<file path="src/rtl/axi_pkg.sv">
// Shared AXI constants, read-master state encoding and a constant-evaluable log2
// used by the burst masters.
package axi_pkg;

  localparam logic [1:0] AXI_BURST_INCR = 2'b01;
  localparam logic [1:0] AXI_RESP_OKAY  = 2'b00;

  typedef enum logic [2:0] {
    ST_IDLE = 3'd0,
    ST_CALC = 3'd1,
    ST_AR   = 3'd2,
    ST_R    = 3'd3,
    ST_DONE = 3'd4
  } rd_state_e;

  function automatic int clog2(input int value);
    int res;
    res = 0;
    while ((1 << res) < value) res++;
    return res;
  endfunction

endpackage

</file>
<file path="src/rtl/axi_burst_calc.sv">
// Burst sizing: min(remaining, MAX_BURST, beats left before the next BOUNDARY)
// and the byte address following that burst.
module axi_burst_calc
  import axi_pkg::*;
#(
  parameter int ADDR_WIDTH = 26,
  parameter int DATA_WIDTH = 32,
  parameter int LEN_WIDTH  = 16,
  parameter int MAX_BURST  = 16,
  parameter int BOUNDARY   = 4096
) (
  input  logic [ADDR_WIDTH-1:0] addr,
  input  logic [LEN_WIDTH-1:0]  remaining,
  output logic [8:0]            burst,
  output logic [ADDR_WIDTH-1:0] next_addr
);

  localparam int BYTES    = DATA_WIDTH / 8;
  localparam int ADDR_LSB = clog2(BYTES);
  localparam int BND_BITS = clog2(BOUNDARY);

  logic [BND_BITS:0] bnd_off;
  logic [BND_BITS:0] to_bnd_bytes;
  logic [31:0]       to_bnd;
  logic [31:0]       cand;

  // NOTE: every always_comb output gets a value on every path first, so no latch is inferred.
  always_comb begin
    bnd_off      = {1'b0, addr[BND_BITS-1:0]};
    to_bnd_bytes = (BND_BITS+1)'(BOUNDARY) - bnd_off;
    to_bnd       = 32'(to_bnd_bytes >> ADDR_LSB);
    cand         = 32'(remaining);
    if (cand > 32'(MAX_BURST)) cand = 32'(MAX_BURST);
    if (cand > to_bnd)         cand = to_bnd;
    burst        = 9'(cand);
    next_addr    = addr + (ADDR_WIDTH'(burst) << ADDR_LSB);
  end

endmodule

</file>
<file path="src/rtl/axi_rd_burst_master.sv">
// AXI4 read master: splits one user request into boundary-safe INCR bursts,
// one outstanding at a time, with optional beat-address pattern checking.
module axi_rd_burst_master
  import axi_pkg::*;
#(
  parameter int ADDR_WIDTH = 26,
  parameter int DATA_WIDTH = 32,
  parameter int LEN_WIDTH  = 16,
  parameter int MAX_BURST  = 16,
  parameter int BOUNDARY   = 4096,
  parameter int CHECK_EN   = 1
) (
  input  logic                  clk,
  input  logic                  rst_n,
  input  logic                  init_end,
  input  logic                  rd_trig,
  input  logic [ADDR_WIDTH-1:0] rd_addr,
  input  logic [LEN_WIDTH-1:0]  rd_len,
  output logic                  rd_ready,
  output logic                  rd_done,
  output logic [DATA_WIDTH-1:0] rd_data,
  output logic                  rd_data_valid,
  input  logic                  rd_data_ready,
  output logic                  rd_error,
  output logic                  rd_bus_err,
  output logic                  axi_arvalid,
  input  logic                  axi_arready,
  output logic [ADDR_WIDTH-1:0] axi_araddr,
  output logic [7:0]            axi_arlen,
  output logic [2:0]            axi_arsize,
  output logic [1:0]            axi_arburst,
  input  logic                  axi_rvalid,
  output logic                  axi_rready,
  input  logic [DATA_WIDTH-1:0] axi_rdata,
  input  logic [1:0]            axi_rresp,
  input  logic                  axi_rlast
);

  localparam int BYTES    = DATA_WIDTH / 8;
  localparam int ADDR_LSB = clog2(BYTES);
  localparam int WORD_W   = ADDR_WIDTH - ADDR_LSB;

  rd_state_e             state, state_nxt;
  logic [ADDR_WIDTH-1:0] addr_q, araddr_q, calc_next;
  logic [LEN_WIDTH-1:0]  rem_q;
  logic [8:0]            burst_q, beat_cnt, calc_burst;
  logic [7:0]            arlen_q;
  logic [WORD_W-1:0]     chk_addr;
  logic                  rd_error_q, bus_err_q;
  logic                  accept, r_hs, last_beat, mismatch, beat_bad;

  axi_burst_calc #(
    .ADDR_WIDTH(ADDR_WIDTH), .DATA_WIDTH(DATA_WIDTH), .LEN_WIDTH(LEN_WIDTH),
    .MAX_BURST(MAX_BURST),   .BOUNDARY(BOUNDARY)
  ) u_calc (
    .addr(addr_q), .remaining(rem_q), .burst(calc_burst), .next_addr(calc_next)
  );

  assign accept    = (state == ST_IDLE) && rd_trig && init_end;
  assign r_hs      = (state == ST_R) && axi_rvalid && rd_data_ready;
  assign last_beat = (beat_cnt == 9'd1);
  assign mismatch  = (CHECK_EN != 0) && (axi_rdata != DATA_WIDTH'(chk_addr));
  // Burst length is owned by our beat counter; rlast is only cross-checked.
  assign beat_bad  = (axi_rresp != AXI_RESP_OKAY) || (axi_rlast != last_beat);

  always_comb begin
    state_nxt = state;
    unique case (state)
      ST_IDLE: if (accept) state_nxt = (rd_len == '0) ? ST_DONE : ST_CALC;
      ST_CALC: state_nxt = ST_AR;
      ST_AR:   if (axi_arready) state_nxt = ST_R;
      ST_R:    if (r_hs && last_beat) state_nxt = (rem_q != '0) ? ST_CALC : ST_DONE;
      ST_DONE: state_nxt = ST_IDLE;
      default: state_nxt = ST_IDLE;
    endcase
  end

  // NOTE: sequential state uses non-blocking assignments so every register samples pre-edge values.
  always_ff @(posedge clk) begin
    if (!rst_n) begin
      state      <= ST_IDLE;
      addr_q     <= '0;
      araddr_q   <= '0;
      rem_q      <= '0;
      burst_q    <= '0;
      beat_cnt   <= '0;
      arlen_q    <= '0;
      chk_addr   <= '0;
      rd_error_q <= 1'b0;
      bus_err_q  <= 1'b0;
    end else begin
      state <= state_nxt;
      unique case (state)
        ST_IDLE: if (accept) begin
          addr_q     <= rd_addr;
          rem_q      <= rd_len;
          chk_addr   <= WORD_W'(rd_addr >> ADDR_LSB);
          rd_error_q <= 1'b0;
          bus_err_q  <= 1'b0;
        end
        ST_CALC: begin
          araddr_q <= addr_q;
          arlen_q  <= 8'(calc_burst - 9'd1);
          burst_q  <= calc_burst;
        end
        ST_AR: if (axi_arready) begin
          addr_q   <= calc_next;
          rem_q    <= rem_q - LEN_WIDTH'(burst_q);
          beat_cnt <= burst_q;
        end
        ST_R: if (r_hs) begin
          beat_cnt <= beat_cnt - 9'd1;
          chk_addr <= chk_addr + 1'b1;
          if (mismatch) rd_error_q <= 1'b1;
          if (beat_bad) bus_err_q  <= 1'b1;
        end
        default: ;
      endcase
    end
  end

  assign rd_ready      = (state == ST_IDLE);
  assign rd_done       = (state == ST_DONE);
  assign axi_arvalid   = (state == ST_AR);
  assign axi_araddr    = araddr_q;
  assign axi_arlen     = arlen_q;
  assign axi_arsize    = 3'(clog2(BYTES));
  assign axi_arburst   = AXI_BURST_INCR;
  assign axi_rready    = (state == ST_R) && rd_data_ready;
  assign rd_data_valid = (state == ST_R) && axi_rvalid;
  assign rd_data       = (state == ST_R) ? axi_rdata : '0;
  assign rd_error      = rd_error_q;
  assign rd_bus_err    = bus_err_q;

endmodule
</file>
<file path="config.mk">
export PLATFORM = sky130hd
export DESIGN_NAME = axi_rd_burst_master
export DESIGN_NICKNAME = d
export VERILOG_FILES = /design/src/rtl/axi_pkg.sv /design/src/rtl/axi_burst_calc.sv /design/src/rtl/axi_rd_burst_master.sv
export SDC_FILE = /design/constraint.sdc
export NUM_CORES = 1
export LEC_CHECK = 0
export ABC_CLOCK_PERIOD_IN_PS = 6300
export CELL_PAD_IN_SITES_DETAIL_PLACEMENT = 2
export CELL_PAD_IN_SITES_GLOBAL_PLACEMENT = 2
export CORE_MARGIN = 4
export CORE_UTILIZATION = 30
export CTS_CLUSTER_DIAMETER = 100
export DETAILED_ROUTE_END_ITERATION = 12
export PLACE_DENSITY = 0.83
export SYNTH_ARGS = -nofsm -noshare
export SYNTH_HDL_FRONTEND = slang
export SYNTH_SLANG_ARGS = --single-unit
</file>
<file path="constraint.sdc">
create_clock -name clk -period 6.3 [get_ports clk]
set_input_delay 0.63 -clock clk [delete_from_list [all_inputs] [get_ports clk]]
set_output_delay 0.63 -clock clk [all_outputs]
set_load 0.005 [all_outputs]
</file>
# Word level (Yosys, flattened, before mapping)
# Index checks and enable logic that the tools add are counted.
# totals
regBits	123
in_bits	84
wordCells	79
# op_classes
addsub	6
n_lt_le_gt_ge	2
n_eq_ne	13
muxes	28
n_reduce_logical	20
# ops
op	count
2-to-1 mux 26 bit	2
one-hot mux 26 bit (2 select lines)	1
2-to-1 mux 16 bit	3
2-to-1 mux 24 bit	2
one-hot mux 24 bit (2 select lines)	1
2-to-1 mux 32 bit	1
!= test 32 x 24 -> 1 bit	1
one-hot mux 16 bit (2 select lines)	1
2-to-1 mux 9 bit	3
adder 26 x 11 -> 26 bit	1
adder 24 x 1 -> 24 bit (second input constant)	1
one-hot mux 9 bit (2 select lines)	1
greater-than comparator 16 x 11 -> 1 bit	1
greater-than comparator 16 x 5 -> 1 bit (second input constant)	1
logical NOT 16 bit	1
nonzero test 16 bit	1
subtractor 16 x 9 -> 16 bit	1
2-to-1 mux 3 bit	5
subtractor 13 x 12 -> 13 bit (first input constant)	1
one-hot mux 3 bit (4 select lines)	1
AND reduction 3 bit	4
equality test 9 x 1 -> 1 bit (second input constant)	1
subtractor 9 x 1 -> 9 bit (second input constant)	1
AND reduction 4 bit	2
13 further kinds	31

# Depth between registers and ports, before layout
# depth
ltp_word	7
mapped_depth	25

# Modules after synthesis
# Synthesis repeated with hierarchy kept, for this count alone.
# hier_totals
hier_cells	1101
area_unflattened_um2	8282.9
# modules_own_cells
mod	instances	cells_per_inst	area_per_inst_um2	seq_area_each_um2
axi_rd_burst_master	1	928	7024.2	2462.4
axi_burst_calc	1	173	1258.7	0.0

# Worst setup path before layout
# No wires, ideal clock.
# synth_path
path_kind	reg-to-reg
from	register addr_q[4]
to	register addr_q[19]
setup_time_ns	0.143
arrival_time_ns	4.866
required_time_ns	6.157
slack_ns	1.291
path_stages_with_launch	23
path_buffers	4
cell_sequence	dfxtp_1 > buf_6 > or4_4 > or2_1 > buf_6 > nor4_2 > xor2_1 > ha_1 > and3_1 > a41o_1 > or2_1 > buf_4 > buf_6 > a21oi_1 > inv_1 > ha_1 > a21o_1 > a21oi_1 > o21ai_1 > a2111oi_4 > nor2_1 > a311oi_1 > a311oi_1
# synth_via
elab_chain_len	6
# synth_lines
item	line	source
start: declaration	axi_rd_burst_master.sv:44	logic [ADDR_WIDTH-1:0] addr_q, araddr_q, calc_next;
start signal: assignment	axi_rd_burst_master.sv:95	addr_q <= rd_addr;
start signal: assignment	axi_rd_burst_master.sv:107	addr_q <= calc_next;
subtractor 13 x 12 -> 13 bit	axi_burst_calc.sv:30	to_bnd_bytes = (BND_BITS+1)'(BOUNDARY) - bnd_off;
greater-than comparator 16 x 11 -> 1 bit	axi_burst_calc.sv:34	if (cand > to_bnd) cand = to_bnd;
2-to-1 mux 9 bit	axi_burst_calc.sv:34	
named net calc_burst[1]	axi_rd_burst_master.sv:46	logic [8:0] burst_q, beat_cnt, calc_burst;
adder 26 x 11 -> 26 bit	axi_burst_calc.sv:36	next_addr = addr + (ADDR_WIDTH'(burst) << ADDR_LSB);
2-to-1 mux 26 bit	axi_rd_burst_master.sv:106	ST_AR: if (axi_arready) begin
one-hot mux 26 bit (2 select lines)	axi_rd_burst_master.sv:93	unique case (state)
# The timed path passes the listed nets, and every way through them passes these cells. The select of a mux whose other input is x is not followed.
# A chain may end at the register's enable or synchronous reset.

# Worst setup path in the final report
# layout_path
from	register addr_q[1]
to	register addr_q[21]
# layout_via
elab_chain_len	6
# layout_lines
item	line
subtractor 13 x 12 -> 13 bit (*)	axi_burst_calc.sv:30
greater-than comparator 16 x 11 -> 1 bit	axi_burst_calc.sv:34
2-to-1 mux 9 bit (*)	axi_burst_calc.sv:34
named net calc_burst[2]	axi_rd_burst_master.sv:46
adder 26 x 11 -> 26 bit (*)	axi_burst_calc.sv:36
2-to-1 mux 26 bit (*)	axi_rd_burst_master.sv:106
one-hot mux 26 bit (2 select lines) (*)	axi_rd_burst_master.sv:93
# The timed path passes the listed nets; every way through them passes the cells marked *. The select of a mux whose other input is x is not followed.

==> metrics.csv <==
stage,metric,value,unit
outcome,result_of_the_run,"finished, final reports clean",
timing,rsz0062_at_grt,no,
drt,dr_wl_met2,16100,microns
drt,drt.antenna.violating_nets,0,
global_routing,grt_first_pass_wirelength,53900,microns
yosys,synth.distinct_cells,83,
clock_tree,cts.htree.levels,4,
yosys,avgSynthCellArea,7.51,sq um
clock_tree,cts_resized,0,
die,floorplan.initialDensity,30.8,%
cells_and_area,flip_flop_and_latch_area,2460,sq um
timing,timing.final.max_slew_violations,0,
yosys,syn-cell-area,8090,sq um
critical_path,cp_data_arrival_time,6010,ps
die,io_pins,162,
die,placement_rows,59,
yosys,syn-instance-count,1076,
drt,post-route-drc-count,0,
drt,drt_iter0_drc,570,
clock_tree,cts_hold_repair_buffers,0,
global_routing,grt_antenna_before_repair,0,
critical_path,worst-r2r-setup-slack,640,ps
drt,pre_repair_dr_iteration_count,6,
yosys,ys_seq_elements,123,
drt,vias,8810,
critical_path,critical_path_required,6640,ps
clock_tree,cts_max_path_buffers,2,
timing,hold_slack,459,ps
critical_path,reg2reg_to,addr_q[21]$_SDFFE_PN0P_,
drt,wl_met3,1980,microns
flow_run,cap_viol_max_count,0,
place,detailedPlacementHpwl,24500,microns
place,global_placement_routability_congestion,0.827,
cells_and_area,nets,1313,
critical_path,timing.critical_path.slowest_stage_cell,nor3_1,
pwr,cellLeakagePower,3.76,nW
global_routing,number_of_global_route_vias_before_repair,9482,
critical_path,critPathCaptureType,flip-flop,
die,die_h,172,microns
yosys,synth-edff-count,0,
pwr,maximum_resistive_drop_on_vdd,0.000211,V
cells_and_area,fraction_of_layout_instances_using_a_drive_strength_above_1,6.88,%
timing,final_setup_fails,0,
critical_path,regToRegStartpoint,addr_q[1]$_SDFFE_PN0P_,
die,die_w,172,microns
clock_tree,cts_post_setup_buffers_inserted,0,
clock_tree,worst_setup_hold_path_clk_slew,60,ps
cells_and_area,final_core_utilization,39.9,%
cells_and_area,fill_cells,2972,
die,core_area,26300,sq um
timing,min_period_over_period,89.9,%
yosys,yosys_most_used_dff,dfxtp_1,
pwr,total_power,4.75,mW
timing,timing.fmax,177,MHz
worst_hold_path,hold_path_end,axi_araddr[19]$_SDFFE_PN0P_,
clock_tree,worst_skew_pair.late_latency,430,ps
worst_hold_path,hold-path-cell-count,2,
timing,finalHoldViolations,0,
timing,setup_tns,0,ps
yosys,synth-seq-area-share,30.5,%
cells_and_area,layout_common_cells,"clkdlybuf4s50_1, nand2_1, dfxtp_1, nor2_1, a21oi_1",
drt,routed_wl,34400,microns
drt,wl_per_cell,22.3,microns
timing,period_needed,5660,ps
yosys,synth-async-reset-ratio,0,%
clock_tree,tritoncts,yes,
place,placedCellCount,1510,
timing,max_slew_margin,23.0,%
drt,detail_route.vias_per_cell,5.71,
critical_path,crit_chain,or4_4 > or2_1 > nor4_2 > xor2_1 > ha_1 > and3_1 > a41o_1 > or2_1 > buf_4 > a21oi_1 > inv_1 > ha_1 > a21oi_1 > o21ai_1 > a2111oi_4 > nor3_1 > a22oi_1 > o221ai_1,
cells_and_area,diodes,0,
cells_and_area,most_frequent_standard_cell_in_the_layout_excluding_fill_and_tap_cells,clkdlybuf4s50_1,
clock_tree,cts_root_buffer,clkbuf_16,
global_routing,overflow,0,
critical_path,criticalPathCategory,reg2reg,
critical_path,critPathMaxStageDelay,640,ps
die,area_of_the_die,29600,sq um
timing,clk_skew,11.7,ps
timing,pin_slew_with_the_least_headroom_to_its_limit,1150,ps
cells_and_area,final_cell_count_no_fill,1542,
pwr,power.density_cell_area,453,nW/um^2
place,i_o_buffers,156,
global_routing,grt_max_degree,83,
worst_hold_path,min-delay-start,axi_araddr[19]$_SDFFE_PN0P_,
critical_path,timing.reg2reg.worst_path_depth,18,
drt,met1_wire_length,15800,microns
drt,top_layer,met4,
cells_and_area,syn_to_final_growth,29.5,%
clock_tree,cts_inserted_buffers,17,
worst_hold_path,holdCritPathClass,reg2reg,
cells_and_area,multi_input_area,5190,sq um
yosys,yosysWarnings,0,
critical_path,cp_max_fo,13,
clock_tree,cts_num_sinks,123,
global_routing,groute.usage.overall,23.1,%
critical_path,crit_path_start_kind,flip-flop,
-- Yosys cell counts, drive strengths merged, types with 3 or more instances --
master	number	area [sq um]
or4	3	30.0
nand2b	7	43.8
o21a	10	76.3
nor3b	5	37.5
nor4	15	100
a22oi	7	52.6
o21bai	3	22.5
nand3	40	205
nor2b	5	31.3
o31ai	3	22.5
dfxtp	123	2460
a32oi	5	43.8
or2	5	31.3
buf	25	168
o21ai	67	335
o211ai	6	45.0
and2	43	269
o22ai	7	43.8
o221ai	5	43.8
nor2	105	399
nand3b	5	37.5
nand4	16	106
a221oi	3	32.5
a21o	5	37.5
a21boi	5	37.5
and3	19	120
a21oi	99	499
nor3	30	176
a311oi	16	140
clkbuf	56	210
xor2	23	209
and4	6	52.6
a211oi	38	290
inv	28	105
ha	33	413
nand2	130	488
or3	9	61.3
xnor2	21	199
o311ai	3	26.3
a31oi	13	87.6
-- routing by layer --
| layer | vias to the layer above | track usage (%) |
|---|---|---|
| met5 | - | 0 |
| met3 | 40 | 4.53 |
| li1 | 4100 | - |
| met1 | 4410 | 30.5 |
| met4 | 0 | 5.43 |
| met2 | 260 | 38.9 |
-- state kept, by name (all words and copies together) (netlist names) --
signal,flops
addr_q,26
axi_araddr,26
axi_arlen,8
beat_cnt,9
burst_q,9
chk_addr,24
rd_bus_err,1
rd_error,1
rem_q,16
state,3
-- worst max path at each step --
stage,to,start,depth (start not counted)
final,addr_q[21]$_SDFFE_PN0P_,addr_q[1]$_SDFFE_PN0P_,18
after global routing,addr_q[19]$_SDFFE_PN0P_,addr_q[4]$_SDFFE_PN0P_,20
after global placement,addr_q[19]$_SDFFE_PN0P_,addr_q[1]$_SDFFE_PN0P_,20
after CTS,addr_q[21]$_SDFFE_PN0P_,addr_q[4]$_SDFFE_PN0P_,18
after floorplan,addr_q[19]$_SDFFE_PN0P_,addr_q[4]$_SDFFE_PN0P_,22
after detailed placement,addr_q[21]$_SDFFE_PN0P_,addr_q[1]$_SDFFE_PN0P_,18
-- power breakdown --
| group | internal [mW] | switching [mW] | total, mW |
|---|---|---|---|
| Clock | 0.629 | 0.420 | 1.05 |
| Combinational | 0.974 | 1.53 | 2.50 |
| Sequential | 0.953 | 0.240 | 1.19 |
| Total | 2.56 | 2.19 | 4.75 |
-- kinds of logic (layout without fill, tap and decap cells) --
group           after synthesis  count (layout)  share of synthesized area [%]
xor+xnor                     44              44                           5.04
flops                       123             123                           30.5
mux                           2               2                          0.248
fa+ha+maj                    35              35                           5.60
other cells                   2              11                         0.0929
compound gates              313             313                           25.0
buf+inv                     110             232                           6.02
simple gates                447             447                           27.5
-- critical path: cells and delay by family, from the launching register on --
family	cells	cell delay [ps]
and+or+nand+nor	6	2400
AOI/OAI and AO/OA	7	1700
adders and majority gates	2	670
DFF	1	340
buffers and inverters	2	340
xor gates and xnor gates	1	120
-- metrics by stage --
step                instance area (sq um)  setup WS [ps]
global route                        10500            223
global placement                     9860            960
CTS                                 10500            668
finish                              10500            637
detailed placement                   9860            734
floorplan                            8120           1290
-- cell type report --
class,count,share of cell area [%]
timing repair buffer,171,16.0
tap,335,4.00
clock buffer,17,4.06
inverter,29,1.04
clock inverter,15,1.80
sequential,123,23.5
multi-input combinational,852,49.6
No activity file was read; power rests on OpenSTA's default activity.
